<file path="src/rtl/relu_offset_sched.sv">
// ============================================================================
// Module      : relu_offset_sched
// Description : Round-robin scheduler sharing one ReLU(x+offset) float32
//               datapath between NREQ requesters with per-requester offsets.
//               Tracks in-flight beats with a tag FIFO and routes results
//               back to the issuing requester.
//               Optional macro RELU_OFFSET_SCHED_ERRCHK_EN enables a sticky
//               error flag for datapath results arriving with no beat in flight.
// Revision    : 1.0 - initial release
// ============================================================================
`default_nettype none

module relu_offset_sched #(
  parameter int NREQ         = 2,
  parameter int LAT          = 3,
  parameter int MAX_INFLIGHT = 4
) (
  input  logic                  clk,
  input  logic                  rst,
  input  logic [NREQ-1:0]       req_valid,
  output logic [NREQ-1:0]       req_ready,
  input  logic [NREQ*256-1:0]   req_data,
  output logic [NREQ-1:0]       rsp_valid,
  output logic [255:0]          rsp_data,
  input  logic                  cfg_wr,
  input  logic [1:0]            cfg_sel,
  input  logic [31:0]           cfg_data,
  output logic                  dp_enable,
  output logic                  dp_src_valid,
  output logic [255:0]          dp_src,
  output logic [31:0]           dp_offset,
  input  logic                  dp_dst_valid,
  input  logic [255:0]          dp_dst,
  output logic                  err
);

  // Tag FIFO storage is rounded up to a power of two so pointers wrap freely;
  // the credit counter alone bounds occupancy to MAX_INFLIGHT.
  localparam int PW    = (MAX_INFLIGHT > 1) ? $clog2(MAX_INFLIGHT) : 1;
  localparam int DEPTH = 1 << PW;
  localparam int CW    = $clog2(MAX_INFLIGHT + 1);

  localparam logic [0:0] S_IDLE = 1'b0;
  localparam logic [0:0] S_RUN  = 1'b1;

  generate
    if (NREQ < 2 || NREQ > 4 || LAT < 1 || MAX_INFLIGHT < 1) begin : g_param_check
      $error("relu_offset_sched: parameter out of range");
    end
  endgenerate

  logic [0:0]    state;
  logic [1:0]    rr;
  logic [CW-1:0] inflight;
  logic [31:0]   off [NREQ];
  logic [1:0]    tag_mem [DEPTH];
  logic [PW-1:0] wr_ptr;
  logic [PW-1:0] rd_ptr;

  logic          any_valid;
  logic          found;
  logic          issue;
  logic          pop;
  logic [1:0]    grant_idx;
  logic [255:0]  grant_data;
  logic [31:0]   grant_off;

  // Position k of the round-robin search order starting at base.
  function automatic int rr_index(input logic [1:0] base, input int k);
    int s;
    s = int'(base) + k;
    if (s >= NREQ) s = s - NREQ;
    return s;
  endfunction

  // Round-robin arbitration; a grant is only presented while a credit is free.
  always_comb begin
    found     = 1'b0;
    grant_idx = '0;
    for (int k = 0; k < NREQ; k++) begin
      for (int i = 0; i < NREQ; i++) begin
        if (!found && req_valid[i] && rr_index(rr, k) == i) begin
          found     = 1'b1;
          grant_idx = 2'(i);
        end
      end
    end
    issue      = found && (state == S_RUN) && (inflight < CW'(MAX_INFLIGHT));
    grant_data = '0;
    grant_off  = '0;
    for (int i = 0; i < NREQ; i++) begin
      req_ready[i] = issue && (grant_idx == 2'(i));
      if (grant_idx == 2'(i)) begin
        grant_data = req_data[i*256 +: 256];
        grant_off  = off[i];
      end
    end
  end

  assign any_valid = |req_valid;
  // Results arriving with nothing in flight are dropped here.
  assign pop       = dp_dst_valid && (inflight != '0);
  assign dp_enable = (state == S_RUN);

  // Run/idle control and round-robin pointer.
  always_ff @(posedge clk) begin
    if (rst) begin
      state <= S_IDLE;
      rr    <= '0;
    end else begin
      case (state)
        S_IDLE:  if (any_valid) state <= S_RUN;
        S_RUN:   if (!any_valid && inflight == '0) state <= S_IDLE;
        default: state <= S_IDLE;
      endcase
      if (issue) rr <= (grant_idx == 2'(NREQ - 1)) ? 2'd0 : grant_idx + 2'd1;
    end
  end

  // Per-requester offset registers; out-of-range selects match no entry.
  always_ff @(posedge clk) begin
    if (rst) begin
      for (int i = 0; i < NREQ; i++) off[i] <= '0;
    end else begin
      for (int i = 0; i < NREQ; i++) begin
        if (cfg_wr && cfg_sel == 2'(i)) off[i] <= cfg_data;
      end
    end
  end

  // Datapath source registers: offset sampled at issue so later writes do not
  // disturb beats already in flight.
  always_ff @(posedge clk) begin
    if (rst) begin
      dp_src_valid <= 1'b0;
      dp_src       <= '0;
      dp_offset    <= '0;
    end else begin
      dp_src_valid <= issue;
      if (issue) begin
        dp_src    <= grant_data;
        dp_offset <= grant_off;
      end
    end
  end

  // Tag FIFO and credit counter; a same-cycle issue and return cancel out.
  always_ff @(posedge clk) begin
    if (rst) begin
      wr_ptr   <= '0;
      rd_ptr   <= '0;
      inflight <= '0;
      for (int i = 0; i < DEPTH; i++) tag_mem[i] <= '0;
    end else begin
      if (issue) begin
        tag_mem[wr_ptr] <= grant_idx;
        wr_ptr          <= wr_ptr + 1'b1;
      end
      if (pop) rd_ptr <= rd_ptr + 1'b1;
      case ({issue, pop})
        2'b10:   inflight <= inflight + 1'b1;
        2'b01:   inflight <= inflight - 1'b1;
        default: inflight <= inflight;
      endcase
    end
  end

  // Route each returned result to the requester recorded in its tag.
  always_ff @(posedge clk) begin
    if (rst) begin
      rsp_valid <= '0;
      rsp_data  <= '0;
    end else begin
      for (int i = 0; i < NREQ; i++) rsp_valid[i] <= pop && (tag_mem[rd_ptr] == 2'(i));
      if (pop) rsp_data <= dp_dst;
    end
  end

`ifdef RELU_OFFSET_SCHED_ERRCHK_EN
  logic err_q;

  // Sticky flag for a datapath result with no matching in-flight beat.
  always_ff @(posedge clk) begin
    if (rst) err_q <= 1'b0;
    else if (dp_dst_valid && inflight == '0) err_q <= 1'b1;
  end

  assign err = err_q;
`else
  assign err = 1'b0;
`endif

endmodule

`default_nettype wire
</file>
<file path="config.mk">
export PLATFORM = sky130hd
export DESIGN_NAME = relu_offset_sched
export DESIGN_NICKNAME = d
export VERILOG_FILES = /design/src/rtl/relu_offset_sched.sv
export SDC_FILE = /design/constraint.sdc
export NUM_CORES = 1
export LEC_CHECK = 0
export CAP_MARGIN = 20
export CORE_AREA = 2 2 530 532
export CTS_CLUSTER_SIZE = 28
export DETAILED_ROUTE_END_ITERATION = 8
export DIE_AREA = 0 0 532 534
export PLACE_DENSITY = 0.35
export SETUP_SLACK_MARGIN = 0.15
export SLEW_MARGIN = 30
export SYNTH_ARGS = -nofsm -noshare
export SYNTH_HDL_FRONTEND = slang
export SYNTH_SLANG_ARGS = --single-unit
</file>
<file path="constraint.sdc">
create_clock -name clk -period 7.2 [get_ports clk]
set_clock_uncertainty 0.1 [all_clocks]
set_input_delay 2.16 -clock clk [delete_from_list [all_inputs] [get_ports clk]]
set_output_delay 2.16 -clock clk [all_outputs]
set_load 0.005 [all_outputs]
</file>
==> impl_metrics.csv, run 1 <==
group,metric,value,unit
logic_synthesis,synth-main-ff-cell,"dfxtp_1",
cts,cts_tree,"yes",
logic_synthesis,yosysTopAreaCellShare,46.5,%
route,vias_per_cell,3.52,
run,drv_cap,0,
finish,area_growth,86.4,%
status,status,"complete, no violations",
route,wl_per_cell,28.6,µm
cts,numCtsBuffers,92,
setup_path,crit_arrival,4.34,ns
logic_synthesis,synth_seq_cells,626,
cts,ctsResizeCount,0,
global_routing,antenna_found_initial,157,
setup_path,crit_type,"input port to output pin",
place,io_buffers,1357,
finish,fin_util,16.1,%
setup_path,critPathCaptureType,"output pin",
timing,setup_violations,0,
setup_path,r2r_end,"dp_src[132]",
logic_synthesis,syn_inst,2527,
logic_synthesis,ys_warn_count,0,
setup_path,cp_top_family,"buffers and inverters",
logic_synthesis,ys_seq_area_share,55.0,%
route,dr_total_vias,26700,
global_routing,grt_max_degree,182,
hold_path,whs_endpoint,"rsp_data[18]",
setup_path,cpMaxStageDelayCell,"clkdlybuf4s50_1",
route,drc,0,
finish,drive_gt1_share,5.46,%
finish,n_fill_cell,31400,
timing,slew_headroom,20.4,%
global_routing,grt_pass1_vias,26800,
die,ioPinCount,1359,
power,power.density,295,nW/µm²
place,dp_cells,7376,
timing,rsz0062_at_grt,"false",
cts,cts_num_sinks,626,
hold_path,hp-class,"register to register",
finish,fin_cells,7586,
place,preCtsSetupSlack,0.469,ns
logic_synthesis,async_reset_ff_share,0,%
setup_path,cp_max_fo,5,
cts,post_cts_buffers,0,
timing,fin_crit,6.60,ns
setup_path,reg2reg_from,"dp_enable",
timing,tightest_slew,1.19,ns
logic_synthesis,syn-num-nets,3337,
cts,holdBufCountCts,0,
setup_path,crit_path_start_kind,"input port",
die,die_h,534,µm
cts,clk_latency,0.80,ns
hold_path,worstHoldPathCells,2,
cts,path_clk_slew,0.05,ns
logic_synthesis,netlist_area,24000,µm²
die,start_util,8.63,%
logic_synthesis,synth_area_leader_cell,"dfxtp_1",
power,p_leak,14.2,nW
setup_path,r2r_slack,3.78,ns
logic_synthesis,synthTopCellsByArea,"dfxtp_1, edfxtp_1, a221o_1, nand2_1, nor4b_1",
route,drt_wl_total,217000,µm
power,power,13.2,mW
die,core,278000,µm²
setup_path,reg2reg_depth,6,
logic_synthesis,synth_edf_count,68,
timing,setup_tns,0,ns
cts,htree_levels,3,
route,drt_iter0_markers,1636,
global_routing,grt_first_pass_wirelength,279000,µm
cts,clockBufferDepth,4,
timing,setup_ws,0.601,ns
logic_synthesis,yosysMostFrequentCell,"dfxtp_1",
setup_path,crit_buf_inv,2,
timing,final-max-slew-violation-count,0,
timing,timing.fmax,152,MHz
global_routing,gr-total-overflow,0,
logic_synthesis,syn_area_per_cell,9.51,µm²
finish,nets,4557,
setup_path,crit_chain,"clkdlybuf4s50_1 > nand2b_4 > nand2_1 > nor2_1 > clkdlybuf4s50_1",
place,place_congestion,0.892,
die,dieWidth,532,µm
global_routing,grt_usage,14.6,%
route,first_pass_iters,7,
hold_path,min_from,"rsp_data[18]",
cts,cts_root_buffer,"clkbuf_16",
route,drtAntennaViolNets,0,
power,ir_drop,0.000173,V
setup_path,crit_top_cell,"clkdlybuf4s50_1",
logic_synthesis,synth_commonest_cells,"dfxtp_1, nand2_1, a21oi_1",
setup_path,worstPathRequired,4.94,ns
die,rows,194,
setup_path,critPathMaxStageDelay,0.75,ns
timing,finalHoldViolCount,0,
timing,post-route-period-util,91.7,%
die,dieArea,284000,µm²
place,dp_hpwl,173000,µm
logic_synthesis,ys_types,42,
cell families after synthesis:
family                   after synthesis  synth area share (%)
buffers and inverters                290                  5.33
XOR/XNOR                               3                 0.109
flip-flops                           626                  55.0
other                                  1                0.0156
adder cells (fa/ha/maj)                2                 0.135
AND/OR/NAND/NOR                      953                  21.0
multiplexers                           1                0.0937
AO/OA/AOI/OAI                        651                  18.3
area by class of cell:
type,instances,area (µm²),share of cell area [%]
tap,3724,4660,10.4
multi-input combinational,1611,9650,21.5
sequential,626,13200,29.5
clock inverter,25,248,0.553
timing repair buffer,1408,14100,31.6
inverter,8,45.0,0.101
antenna,49,123,0.274
clock buffer,135,2710,6.04
where the power goes:
group | total [mW] | switching (mW) | internal, mW
Sequential | 4.49 | 0.360 | 4.13
Combinational | 4.13 | 2.33 | 1.80
Clock | 4.59 | 1.92 | 2.67
flip-flops by register name, indices dropped and copies added, names as in the netlist, 2 cells and up, named ones only:
register   flops
wr_ptr         2
rsp_valid      2
dp_offset     32
dp_src       256
off           64
rsp_data     256
inflight       3
tag_mem        4
rd_ptr         2
per-stage QoR:
stage          hold WS (ns)  instance area (µm²)
3_5_place_dp          0.347                41700
2_1_floorplan         0.349                24000
6_report              0.351                44800
3_3_place_gp          0.343                41700
4_1_cts               0.354                44600
5_1_grt               0.369                44700
metal layers:
metal,share of wire [%],vias up,global-route usage [%]
li1,-,11800,-
met1,41,13100,17.4
met2,42,1434,21.6
met3,15,325,9.23
met4,2.7,78,3.70
met5,0.25,-,0
worst max-delay path by stage:
| stage | slack (ns) | endpoint | startpoint | cells after the start |
|---|---|---|---|---|
| floorplan | 1.77 | req_ready[0] | req_valid[0] | 5 |
| global placement | 0.47 | req_ready[1] | req_valid[0] | 5 |
| detailed placement | 0.47 | req_ready[1] | req_valid[0] | 5 |
| CTS | 0.46 | req_ready[1] | req_valid[0] | 5 |
| global route | 0.51 | req_ready[1] | req_valid[0] | 5 |
| finish | 0.60 | req_ready[1] | req_valid[0] | 5 |
cells in the final DEF, fill, tap and decap left out, types with 6 or more instances in the layout:
| cell | count |
|---|---|
| edfxtp_1 | 68 |
| diode_2 | 49 |
| clkinv_2 | 10 |
| nand4_1 | 88 |
| clkbuf_1 | 20 |
| a21oi_1 | 262 |
| o21ai_0 | 90 |
| nand2_1 | 514 |
| clkbuf_8 | 22 |
| buf_12 | 12 |
| dfxtp_1 | 558 |
| a31oi_1 | 88 |
| nor4b_1 | 198 |
| buf_4 | 37 |
| nand3_1 | 89 |
| and2_1 | 33 |
| clkbuf_16 | 93 |
| clkdlybuf4s50_1 | 1355 |
| inv_1 | 6 |
| a221o_1 | 200 |
| nor2_1 | 7 |
tightest hold or removal path, delay by kind of cell (launching register included):
kind,cells,cell delay [ns]
DFF,1,0.30
AOI/OAI and AO/OA,1,0.05
and+or+nand+nor,1,0.05
Power figures use the tool's default switching activity.
==> run 2: changes to the inputs <==
--- a/config.mk
+++ b/config.mk
@@ -12,7 +12,6 @@
 export DIE_AREA = 0 0 532 534
 export PLACE_DENSITY = 0.35
 export SETUP_SLACK_MARGIN = 0.15
-export SLEW_MARGIN = 30
 export SYNTH_ARGS = -nofsm -noshare
 export SYNTH_HDL_FRONTEND = slang
 export SYNTH_SLANG_ARGS = --single-unit
==> run 2 against run 1 <==
Effect of this change: cell count barely moved; die area did not move; global-route usage barely moved; maximum frequency fell by 0.33%; worst hold slack improved by 0.0023 ns; wire length barely moved; combinational power barely moved; total power rose by 1.1%; clock power rose by 3%; largest power group unchanged; cell area rose by 0.15%; highest routed layer unchanged.
==> impl_metrics.csv, run 2 (synthesis gave the netlist of run 1 again) <==
group,metric,value,unit
die,dieArea,284000,µm²
cts,cts_num_sinks,626,
die,start_util,8.63,%
power,seq_power_share,33.6,%
global_routing,grt_pass1_vias,26800,
global_routing,antenna_found_initial,151,
cts,cts_root_buffer,"clkbuf_16",
global_routing,grt_usage,14.6,%
cts,path_clk_slew,0.05,ns
global_routing,grt_max_degree,182,
power,clkPwrFrac,35.6,%
timing,slew_headroom,18.2,%
cts,holdBufCountCts,0,
route,drc,0,
finish,n_fill_cell,31300,
power,power.density,298,nW/µm²
cts,htree_levels,3,
route,vias_per_cell,3.52,
timing,fin_crit,6.62,ns
route,wl_per_cell,28.6,µm
place,place_congestion,0.892,
route,first_pass_iters,5,
finish,mostFrequentLayoutCells,"clkdlybuf4s50_1, dfxtp_1, nand2_1, a21oi_1",
power,p_leak,14.3,nW
power,p_comb_share,30.8,%
die,dieWidth,532,µm
timing,post-route-period-util,92.0,%
die,ioPinCount,1359,
power,ir_drop,0.000252,V
cts,cts_tree,"yes",
finish,nets,4560,
status,status,"complete, no violations",
cts,numCtsBuffers,95,
cts,clockBufferDepth,4,
die,rows,194,
setup_path,cp_max_fo,5,
route,drtAntennaViolNets,0,
setup_path,crit_type,"input port to output pin",
global_routing,grt_first_pass_wirelength,280000,µm
setup_path,crit_path_start_kind,"input port",
cts,ctsResizeCount,0,
timing,whs,0.353,ns
power,cellInternalPower,8.74,mW
route,drt_wl_total,217000,µm
die,core,278000,µm²
setup_path,crit_arrival,4.36,ns
timing,setup_tns,0,ns
timing,timing.fmax,151,MHz
finish,area_growth,86.7,%
die,die_h,534,µm
timing,tightest_slew,1.23,ns
global_routing,gr-total-overflow,0,
finish,largest_registers,"dp_src x256, rsp_data x256, off x64",
place,io_buffers,1357,
finish,fin_cells,7587,
route,dr_total_vias,26700,
cts,clk_latency,0.81,ns
finish,drive_gt1_share,5.50,%
run,drv_cap,0,
finish,regArea,13200,µm²
power,p_sw,4.61,mW
timing,final-max-slew-violation-count,0,
setup_path,critPathCaptureType,"output pin",
finish,design_area,44900,µm²
finish,final_common_cell,"clkdlybuf4s50_1",
power,netSwitchingFraction,34.5,%
place,dpl_cell_area,41700,µm²
place,dp_hpwl,173000,µm
cts,post_cts_buffers,0,
hold_path,hp-class,"register to register",
route,drt_iter0_markers,1626,
timing,finalHoldViolCount,0,
finish,multi_input_area,9630,µm²
timing,setup_violations,0,
setup_path,worstPathRequired,4.94,ns
timing,setup_ws,0.579,ns
place,dp_cells,7377,
timing,rsz0062_at_grt,"false",
place,preCtsSetupSlack,0.480,ns
[run 2: cell count changes in the layout (fill, tap and decap cells not counted), sizes merged]
cell,previous run,this run
clkinvlp,0,2
clkbuf,135,145
bufinv,2,4
clkinv,17,11
diode,49,44
inv,14,12
[run 2: path summary, 6_finish.rpt]
| path | from | endpoint | slack (ns) | cells after the start |
|---|---|---|---|---|
| hold / removal | rsp_data[18] | rsp_data[18] | 0.35 | 2 |
| setup reg to reg | dp_enable | dp_src[91] | 3.76 | 6 |
| hold reg to reg | rsp_data[18] | rsp_data[18] | 0.35 | 2 |
| setup / recovery | req_valid[0] | req_ready[1] | 0.58 | 5 |
[run 2: per-stage QoR]
| stage | util (%) | power [mW] |
|---|---|---|
| 2_1_floorplan | - | 5.89 |
| 3_3_place_gp | 15.0 | 8.77 |
| 3_5_place_dp | 15.0 | 8.77 |
| 4_1_cts | 16.1 | 13.7 |
| 5_1_grt | 16.1 | 14.1 |
| 6_report | 16.1 | 13.4 |
[run 2: power by group through the flow]
stage | clock [mW] | combinational, mW | sequential [mW]
CTS | 4.96 | 4.24 | 4.49
detailed placement | 0 | 4.21 | 4.56
global placement | 0 | 4.23 | 4.55
floorplan | 0 | 1.36 | 4.52
global route | 5.06 | 4.47 | 4.56
finish | 4.75 | 4.12 | 4.49
[run 2: layout make-up]
type                            count  share of cell area (%)
Inverter                            8                   0.100
Sequential cell                   626                    29.5
Timing Repair Buffer             1408                    31.5
Multi-Input combinational cell   1611                    21.5
Tap cell                         3724                    10.4
Clock buffer                      145                    6.28
Clock inverter                     21                   0.577
Antenna cell                       44                   0.245
[run 2: critical path: stages]
cell	delay [ns]
clkdlybuf4s50_1	0.74
nand2b_4	0.21
nand2_1	0.30
nor2_1	0.35
clkdlybuf4s50_1	0.58
[run 2: routing by layer]
layer | track usage [%] | vias to the layer above | wire length (µm)
met4 | 3.75 | 76 | 5520
met5 | 0 | - | 487
met1 | 17.3 | 13100 | 86600
li1 | - | 11900 | -
met2 | 21.8 | 1384 | 91600
met3 | 9.31 | 324 | 33200
